==> src/rtl/conv_mac_seq_if.sv <==
// Handshake and weight-load bundle for conv_mac_seq.
// The widths follow the same derivation as the engine, so both must share WIDTH/F/CIN/LANES.
interface conv_mac_seq_if #(
    parameter int WIDTH = 8,
    parameter int F     = 5,
    parameter int CIN   = 3,
    parameter int LANES = 4
);
    localparam int N     = CIN * F * F;
    localparam int AW    = $clog2(N + 1);
    localparam int ACC_W = 2 * WIDTH + $clog2(N + 1);

    logic                    w_we;
    logic [AW-1:0]           w_addr;
    logic signed [WIDTH-1:0] w_data;
    logic                    in_valid;
    logic                    in_ready;
    logic [LANES*WIDTH-1:0]  in_data;
    logic                    out_valid;
    logic                    out_ready;
    logic signed [ACC_W-1:0] out_data;
    logic                    busy;

    modport master (
        output w_we, w_addr, w_data, in_valid, in_data, out_ready,
        input  in_ready, out_valid, out_data, busy
    );

    modport slave (
        input  w_we, w_addr, w_data, in_valid, in_data, out_ready,
        output in_ready, out_valid, out_data, busy
    );
endinterface

==> src/rtl/conv_mac_seq.sv <==
// Sequential convolution MAC: LANES activation/weight products per beat, registered once,
// tree-summed into a bias-preloaded accumulator; one result per frame of BEATS beats.
module conv_mac_seq #(
    parameter int WIDTH   = 8,
    parameter int F       = 5,
    parameter int CIN     = 3,
    parameter int LANES   = 4,
    parameter int RELU_EN = 1
) (
    input  logic         clk,
    input  logic         rst_n,
    conv_mac_seq_if.slave bus
);
    localparam int N     = CIN * F * F;
    localparam int BEATS = (N + LANES - 1) / LANES;
    localparam int AW    = $clog2(N + 1);
    localparam int ACC_W = 2 * WIDTH + $clog2(N + 1);
    localparam int PW    = 2 * WIDTH;
    localparam int NP    = BEATS * LANES;
    localparam int IW    = (NP > 1) ? $clog2(NP) : 1;
    localparam int CW    = $clog2(BEATS + 1);

    typedef enum logic [1:0] {S_IDLE, S_ACCUM, S_DRAIN, S_OUT} state_t;

    state_t                  r_state, w_next;
    logic signed [WIDTH-1:0] r_w [NP];
    logic signed [WIDTH-1:0] r_bias;
    logic [CW-1:0]           r_beat;
    logic [CW-1:0]           w_beat_cur;
    logic signed [WIDTH-1:0] w_lane_w [LANES];
    logic signed [PW-1:0]    r_prod_p0 [LANES];
    logic                    r_vld_p0;
    logic signed [ACC_W-1:0] w_sum_p0;
    logic signed [ACC_W-1:0] r_acc_p1;
    logic                    w_accept;
    logic                    w_wr_en;

    function automatic logic signed [ACC_W-1:0] tree_sum(input logic signed [PW-1:0] p [LANES]);
        logic signed [ACC_W-1:0] s;
        s = '0;
        for (int j = 0; j < LANES; j++) s = s + ACC_W'(p[j]);
        return s;
    endfunction

    function automatic logic signed [ACC_W-1:0] relu(input logic signed [ACC_W-1:0] v);
        if ((RELU_EN != 0) && v[ACC_W-1]) return '0;
        return v;
    endfunction

    assign bus.in_ready  = rst_n && ((r_state == S_IDLE) || (r_state == S_ACCUM));
    assign bus.out_valid = (r_state == S_OUT);
    assign bus.busy      = (r_state != S_IDLE);
    assign bus.out_data  = relu(r_acc_p1);

    assign w_accept   = bus.in_valid && bus.in_ready;
    assign w_wr_en    = bus.w_we && (r_state == S_IDLE);
    assign w_beat_cur = (r_state == S_IDLE) ? '0 : r_beat;
    assign w_sum_p0   = tree_sum(r_prod_p0);

    // Storage is padded to BEATS*LANES; the never-written tail stays 0 so out-of-range lanes add nothing.
    always_comb begin
        logic [IW-1:0] v_idx;
        v_idx = '0;
        for (int j = 0; j < LANES; j++) begin
            v_idx       = IW'(w_beat_cur) * IW'(LANES) + IW'(j);
            w_lane_w[j] = r_w[v_idx];
        end
    end

    always_comb begin
        w_next = r_state;
        case (r_state)
            S_IDLE:  if (w_accept) w_next = (BEATS == 1) ? S_DRAIN : S_ACCUM;
            S_ACCUM: if (w_accept && (r_beat == CW'(BEATS - 1))) w_next = S_DRAIN;
            S_DRAIN: w_next = S_OUT;
            S_OUT:   if (bus.out_ready) w_next = S_IDLE;
            default: w_next = S_IDLE;
        endcase
    end

    always_ff @(posedge clk or negedge rst_n) begin
        if (!rst_n) begin
            for (int k = 0; k < NP; k++) r_w[k] <= '0;
            r_bias <= '0;
        end else if (w_wr_en) begin
            if (bus.w_addr == AW'(N)) r_bias <= bus.w_data;
            for (int k = 0; k < N; k++)
                if (bus.w_addr == AW'(k)) r_w[k] <= bus.w_data;
        end
    end

    // Stage p0: lane products of the accepted beat
    always_ff @(posedge clk or negedge rst_n) begin
        if (!rst_n) begin
            for (int j = 0; j < LANES; j++) r_prod_p0[j] <= '0;
            r_vld_p0 <= 1'b0;
        end else begin
            r_vld_p0 <= w_accept;
            if (w_accept)
                for (int j = 0; j < LANES; j++)
                    r_prod_p0[j] <= PW'($signed(bus.in_data[j*WIDTH +: WIDTH])) * PW'(w_lane_w[j]);
        end
    end

    // Stage p1: accumulate; first beat of a frame preloads the bias
    always_ff @(posedge clk or negedge rst_n) begin
        if (!rst_n) begin
            r_state  <= S_IDLE;
            r_beat   <= '0;
            r_acc_p1 <= '0;
        end else begin
            r_state <= w_next;
            if (w_accept) r_beat <= (r_state == S_IDLE) ? CW'(1) : r_beat + CW'(1);
            if (w_accept && (r_state == S_IDLE)) r_acc_p1 <= ACC_W'(r_bias);
            else if (r_vld_p0)                   r_acc_p1 <= r_acc_p1 + w_sum_p0;
        end
    end
endmodule
==> src/flat_wrapper.sv <==
// flat-port wrapper written by rule: the top's interface ports become plain ports
module conv_mac_seq_flat 
#(
    parameter int WIDTH   = 8,
    parameter int F       = 5,
    parameter int CIN     = 3,
    parameter int LANES   = 4,
    parameter int RELU_EN = 1
)
  (clk, rst_n, bus_w_we, bus_w_addr, bus_w_data, bus_in_valid, bus_in_data, bus_out_ready, bus_in_ready, bus_out_valid, bus_out_data, bus_busy);
  conv_mac_seq_if #(.WIDTH(WIDTH), .F(F), .CIN(CIN), .LANES(LANES)) bus_i ();
  input  logic clk;
  input  logic rst_n;
  input wire logic [$bits(bus_i.w_we)-1:0] bus_w_we;
  input wire logic [$bits(bus_i.w_addr)-1:0] bus_w_addr;
  input wire logic [$bits(bus_i.w_data)-1:0] bus_w_data;
  input wire logic [$bits(bus_i.in_valid)-1:0] bus_in_valid;
  input wire logic [$bits(bus_i.in_data)-1:0] bus_in_data;
  input wire logic [$bits(bus_i.out_ready)-1:0] bus_out_ready;
  output wire logic [$bits(bus_i.in_ready)-1:0] bus_in_ready;
  output wire logic [$bits(bus_i.out_valid)-1:0] bus_out_valid;
  output wire logic [$bits(bus_i.out_data)-1:0] bus_out_data;
  output wire logic [$bits(bus_i.busy)-1:0] bus_busy;
  assign bus_i.w_we = bus_w_we;
  assign bus_i.w_addr = bus_w_addr;
  assign bus_i.w_data = bus_w_data;
  assign bus_i.in_valid = bus_in_valid;
  assign bus_i.in_data = bus_in_data;
  assign bus_i.out_ready = bus_out_ready;
  assign bus_in_ready = bus_i.in_ready;
  assign bus_out_valid = bus_i.out_valid;
  assign bus_out_data = bus_i.out_data;
  assign bus_busy = bus_i.busy;
  conv_mac_seq #(.WIDTH(WIDTH), .F(F), .CIN(CIN), .LANES(LANES), .RELU_EN(RELU_EN)) u_core (.clk(clk), .rst_n(rst_n), .bus(bus_i));
endmodule
==> config.mk <==
export PLATFORM = sky130hd
export DESIGN_NAME = conv_mac_seq_flat
export DESIGN_NICKNAME = d
export VERILOG_FILES = /design/src/rtl/conv_mac_seq_if.sv /design/src/rtl/conv_mac_seq.sv /design/src/flat_wrapper.sv
export SDC_FILE = /design/constraint.sdc
export NUM_CORES = 2
export LEC_CHECK = 0
export BUFFER_PORTS_ARGS = -buffer_cell sky130_fd_sc_hd__buf_4
export CAP_MARGIN = 20
export CORE_MARGIN = 2
export CORE_UTILIZATION = 35
export DETAILED_ROUTE_END_ITERATION = 12
export PLACE_DENSITY = 0.56
export SYNTH_ARGS = -nofsm -noshare
export SYNTH_HDL_FRONTEND = slang
export SYNTH_SLANG_ARGS = --single-unit
==> constraint.sdc <==
create_clock -name clk -period 6.6 [get_ports clk]
set_input_delay 0.66 -clock clk [delete_from_list [all_inputs] [get_ports clk]]
set_output_delay 0.66 -clock clk [all_outputs]
set_load 0.02 [all_outputs]
Word level (Yosys, flattened, before mapping). Cells that the tools add are included.

Register bits after elaboration: 703. Input bits: 52. Output and inout bits: 26.

$add $sub $neg: 8. Multipliers: 4. $lt $le $gt $ge: 4. Eq/ne operators: 82. Mux-type cells: 23. Bitwise operators: 4. Reduce and logical (&&, ||, !) cells: 87.

Operator list (number): binary-select mux 8 bit (select 7 bit) (4); equality test 7 x 6 -> 1 bit (second input constant) (32); AND reduction 2 bit (76); equality test 7 x 5 -> 1 bit (second input constant) (16); 2-to-1 mux 23 bit (4); equality test 7 bit (second input constant) (12); multiplier 8 x 8 -> 16 bit (4); 2-to-1 mux 8 bit (8); equality test 7 x 4 -> 1 bit (second input constant) (8); greater-or-equal comparator 8 bit (second input constant) (4); NOT 7 -> 8 bit (4); equality test 7 x 3 -> 1 bit (second input constant) (4); adder 23 x 16 -> 23 bit (1); adder 23 bit (1); adder 17 x 16 -> 18 bit (1); adder 16 x 16 -> 17 bit (1); adder 7 x 2 -> 7 bit (second input constant) (2); equality test 7 x 2 -> 1 bit (second input constant) (2); 2-to-1 mux 5 bit (2); one-hot mux 2 bit (4 select lines) (1); adder 7 x 1 -> 7 bit (second input constant) (1); equality test 7 x 1 -> 1 bit (second input constant) (1); zero test 7 bit (1); 2-to-1 mux 2 bit (3); other kinds (12) (19).

Logic depth before layout (Yosys ltp).
Depth in word-level cells: 8. Mapped depth: 30.

Worst setup path before layout. OpenSTA, ideal clock, no wires.

Kind: register -> register. Start: register u_core.r_state[0]. End: register u_core.r_prod_p0[30] (netlist bit). Setup time: 146 ps. Arrival time: 6002 ps. Data required time: 6454 ps. Setup slack: 452 ps. Cell stages (with the launch flop): 30. Buffers on the path: 2. Period minus slack after synthesis: 6148 ps. Cells stage by stage: dfrtp_1 -> inv_1 -> ha_1 -> inv_2 -> nand2_1 -> buf_4 -> nor2_2 -> buf_2 -> nand3_1 -> o2111ai_1 -> o21ai_0 -> a221oi_2 -> nor2b_1 -> fa_1 -> inv_1 -> fa_1 -> inv_1 -> fa_1 -> inv_1 -> fa_1 -> inv_1 -> ha_1 -> o21ai_0 -> nand2b_1 -> a21o_1 -> a21o_1 -> a21o_1 -> a31oi_1 -> mux2i_1 -> o311ai_0.

Cells in the longest elaborated chain, start to end: 8.

RTL lines: start: declaration (line conv_mac_seq.sv:25) `state_t r_state, w_next;`; start signal: assignment (line conv_mac_seq.sv:112) `r_state <= w_next;`; zero test 2 bit (line conv_mac_seq.sv:50, conv_mac_seq.sv:57); 2-to-1 mux 5 bit (line conv_mac_seq.sv:57) `assign w_beat_cur = (r_state == S_IDLE) ? '0 : r_beat;`; adder 7 x 2 -> 7 bit (line conv_mac_seq.sv:65) `v_idx = IW'(w_beat_cur) * IW'(LANES) + IW'(j);`; NOT 7 -> 8 bit (not written as such) (line conv_mac_seq.sv:66) `w_lane_w[j] = r_w[v_idx];`; binary-select mux 8 bit (select 7 bit) (line conv_mac_seq.sv:66); 2-to-1 mux 8 bit (not written as such) (2 in a row) (line conv_mac_seq.sv:66); multiplier 8 x 8 -> 16 bit (line conv_mac_seq.sv:101) `r_prod_p0[j] <= PW'($signed(bus.in_data[j*WIDTH +: WIDTH])) * PW'(w_lane_w[j]);`; end signal: indexed assignment (line conv_mac_seq.sv:101); end: declaration (line conv_mac_seq.sv:31) `logic signed [PW-1:0] r_prod_p0 [LANES];`.

Several ways; a longest one is shown, not always the timed one. The select of a mux whose other input is x is not followed. A chain may end at the register's enable or synchronous reset.

Worst setup path in the final report.
Start: register u_core.r_state[0]. End: register u_core.r_prod_p0[46] (netlist bit).

Cells in the longest elaborated chain, start to end: 8.

RTL lines (line): zero test 2 bit (conv_mac_seq.sv:50, conv_mac_seq.sv:57); 2-to-1 mux 5 bit (conv_mac_seq.sv:57); adder 7 x 1 -> 7 bit (conv_mac_seq.sv:65); NOT 7 -> 8 bit (not written as such) (conv_mac_seq.sv:66); binary-select mux 8 bit (select 7 bit) (conv_mac_seq.sv:66); 2-to-1 mux 8 bit (not written as such) (2 in a row) (conv_mac_seq.sv:66); multiplier 8 x 8 -> 16 bit (conv_mac_seq.sv:101).

Several ways; a longest one is shown, not always the timed one. The select of a mux whose other input is x is not followed.

==> qor.csv <==
stage;metric;value;unit
global_route;grt_pass1_vias;32437;
power_and_ir_drop;leakagePower;24.9;nW
synthesis;avgSynthCellArea;10.7;um2
flow_run;maxCapViolCount;0;
global_route;grt_max_degree;153;
critical_path;critical_path_peak_fanout;28;
drt;drtIter0Drc;2041;
synthesis;netlist_area;0.0447;mm2
synthesis;ys.flop_type;dfrtp_1;
critical_path;crit_family;adder cells;
critical_path;cp.required;7090;ps
synthesis;ys_ff_latch;703;
synthesis;ys_types;80;
cts;clkTransAtPathRegs;60;ps
cts;cts_inserted_buffers;82;
floorplan;rows;131;
global_route;gr-total-overflow;0;
synthesis;synth_cells;4166;
placement;place.gp.congestion;0.840;
cts;cts-root-buf;clkbuf_16;
floorplan;die_w;361;um
timing;finalCritPeriodShare;0.967;
layout;drive_gt1_frac;0.274;
synthesis;synth_nets;4637;
timing;setup_viol;0;
critical_path;crit_top_cell;fa_1;
critical_path;cp_num_buf_inv;5;
floorplan;boundaryPins;78;
cts;cts_tree;done;
cts;cts_sinks;703;
global_route;antenna_found_initial;6;
timing;timing.fmax;157;MHz
timing;worst_pin_slew;1150;ps
global_route;grt_use_total;0.186;
worst_hold_path;hold_class;primary input to async pin;
layout;n_fill_cell;12241;
timing;max_slew_margin;0.230;
layout;num-nets-final;4846;
drt;vias;31175;
drt;totalWireLength;123000;um
critical_path;max_stage_delay;510;ps
placement;port_buffers;76;
synthesis;async_flop_share;1.00;
synthesis;synth-edff-count;0;
drt;routedWlPerCell;20.1;um
cts;clk_latency;660;ps
critical_path;r2r-start;u_core.r_state[0];
global_route;grt_pass1_wl;191000;um
timing;whs;18.7;ps
drt;dr.pass1.iters;5;
layout;area_growth;16.4;%
drt;final_antenna_net_count;0;
timing;maxSlewViolCount;0;
critical_path;startpoint;u_core.r_state[0];
floorplan;die_area;0.131;mm2
timing;finalClockSkew;33.6;ps
floorplan;start_util;0.351;
floorplan;core-area;0.127;mm2
power_and_ir_drop;vdd_drop_max;0.000523;V
drt;vias_per_cell;5.11;
critical_path;cp.arrival;6870;ps
drt;drc;0;
timing;finalHoldViolCount;0;
placement;dpl_cell_area;0.0485;mm2
floorplan;fp.dieH;361;um
layout;n_antenna_cell;0;
timing;tns;0;ps
cts;clk_path_buf_depth;3;
critical_path;path_class;register to register;
critical_path;slowest_stage;fa_1;
synthesis;yosysWarnings;8;
timing;period_minus_slack;6380;ps
power_and_ir_drop;total_power;29.2;mW
cts;htree_levels;3;
layout;finish.utilization;0.409;
synthesis;ys_seq_area_frac;0.394;
critical_path;crit_path_end_kind;register;
layout;final_area;0.0520;mm2
power_and_ir_drop;power_density;561;mW/mm2
cts;holdBufCountCts;0;
placement;dpl.hpwl;84700;um
critical_path;worstSetupStartpointType;register;
run_status;status;finished clean;
[worst reg2reg max path: cells and delay by family (launching register included)]
kind | cells | cell delay [ps]
adder cells (fa/ha/maj) | 6 | 2370
AO/OA/AOI/OAI | 11 | 2350
AND/OR/NAND/NOR | 4 | 540
buffers and inverters | 5 | 470
flip-flops | 1 | 350
multiplexers | 1 | 150
[logic make-up (layout without fill, tap and decap cells)]
kind of cell | count (synthesis) | count (layout) | synth area share
xor gates and xnor gates | 92 | 92 | 0.0180
other | 1 | 1 | 0.0000839
buffers and inverters | 633 | 904 | 0.0555
muxes | 697 | 697 | 0.173
AOI/OAI and AO/OA | 574 | 574 | 0.0858
and+or+nand+nor | 1047 | 1047 | 0.112
DFF | 703 | 703 | 0.394
adders and majority gates | 419 | 419 | 0.161
[state kept, by name, summed over array words and instances (netlist names)]
name and flops:
u_core.r_bias 8, u_core.r_state 2, u_core.r_vld_p0 1, u_core.r_acc_p1 23
u_core.r_beat 5, u_core.r_prod_p0 64, u_core.r_w 600
[synthesized netlist by cell type, types with 11 or more instances]
cell / instances / area share
xor2_1: 22 / 0.0043
nand2_1: 474 / 0.040
o22ai_1: 14 / 0.0020
a21o_1: 22 / 0.0037
a21oi_1: 108 / 0.012
a32oi_1: 12 / 0.0024
and2_1: 50 / 0.0070
buf_4: 11 / 0.0018
buf_2: 49 / 0.0055
nand2b_1: 41 / 0.0057
nor2b_1: 202 / 0.028
clkbuf_1: 146 / 0.012
o21ai_0: 129 / 0.014
nor2_1: 137 / 0.012
a221oi_1: 15 / 0.0029
dfrtp_1: 703 / 0.39
mux2_2: 610 / 0.15
mux2i_1: 86 / 0.019
xnor2_1: 70 / 0.014
a211oi_1: 75 / 0.013
inv_1: 421 / 0.035
fa_1: 263 / 0.12
nand3_1: 39 / 0.0044
a31oi_1: 84 / 0.012
nor3_1: 29 / 0.0032
nor2_2: 24 / 0.0034
ha_1: 156 / 0.044
[final timing paths]
kind,to,slack [ps],depth (start not counted)
setup / recovery,u_core.r_prod_p0[46],220,27
hold / removal,u_core.r_w[440],20,1
setup reg to reg,u_core.r_prod_p0[46],220,27
hold reg to reg,u_core.r_prod_p0[11],480,2
max in group asynchronous,u_core.r_w[388],4370,3
min in group clk,u_core.r_prod_p0[0],300,3
[layer usage]
layer,part of all wire,GRT usage,vias to the layer above
li1,-,-,14429
met3,0.054,0.0309,160
met5,0.00036,0,-
met4,0.021,0.0494,8
met2,0.46,0.300,693
met1,0.47,0.260,15885
[report_power, final]
part	internal, mW	switching [mW]
clock	2.71	1.86
combinational	8.49	11.0
sequential	4.83	0.363
total	16.0	13.2
[what timing repair did]
action	4_1_cts	5_1_grt
endpoints found under the hold margin	0	0
setup buffers	0	22
cloned	0	6
gates resized for setup	1	119
pin swaps	0	22
endpoints found under the setup margin	1	20
[cells in the final DEF (no fill, tap or decap), types with 41 or more instances in the layout]
| cell | n |
|---|---|
| a211oi_1 | 60 |
| a21oi_1 | 103 |
| a31oi_1 | 80 |
| and2_1 | 50 |
| buf_4 | 291 |
| clkbuf_16 | 91 |
| dfrtp_1 | 701 |
| fa_1 | 263 |
| ha_1 | 155 |
| inv_1 | 421 |
| mux2_2 | 610 |
| mux2i_1 | 83 |
| nand2_1 | 471 |
| nand2b_1 | 41 |
| nor2_1 | 136 |
| nor2b_1 | 197 |
| o21ai_0 | 108 |
| xnor2_1 | 70 |
[stage by stage]
stage               setup slack (ps)  instances
floorplan                        452       4166
global placement                84.8       5924
detailed placement              16.0       5925
CTS                             25.7       6071
global route                   -28.0       6099
finish                           219       6099
[final cells by class]
| cell class | instances | area (um2) | share of cell area |
|---|---|---|---|
| tap | 1662 | 2080 | 0.0400 |
| inverter | 423 | 1590 | 0.0305 |
| clock inverter | 22 | 234 | 0.00450 |
| sequential | 703 | 17600 | 0.338 |
| clock buffer | 124 | 2440 | 0.0470 |
| multi-input combinational | 2830 | 25100 | 0.482 |
| timing repair buffer | 335 | 3010 | 0.0578 |
No activity file was read; power rests on OpenSTA's default activity.
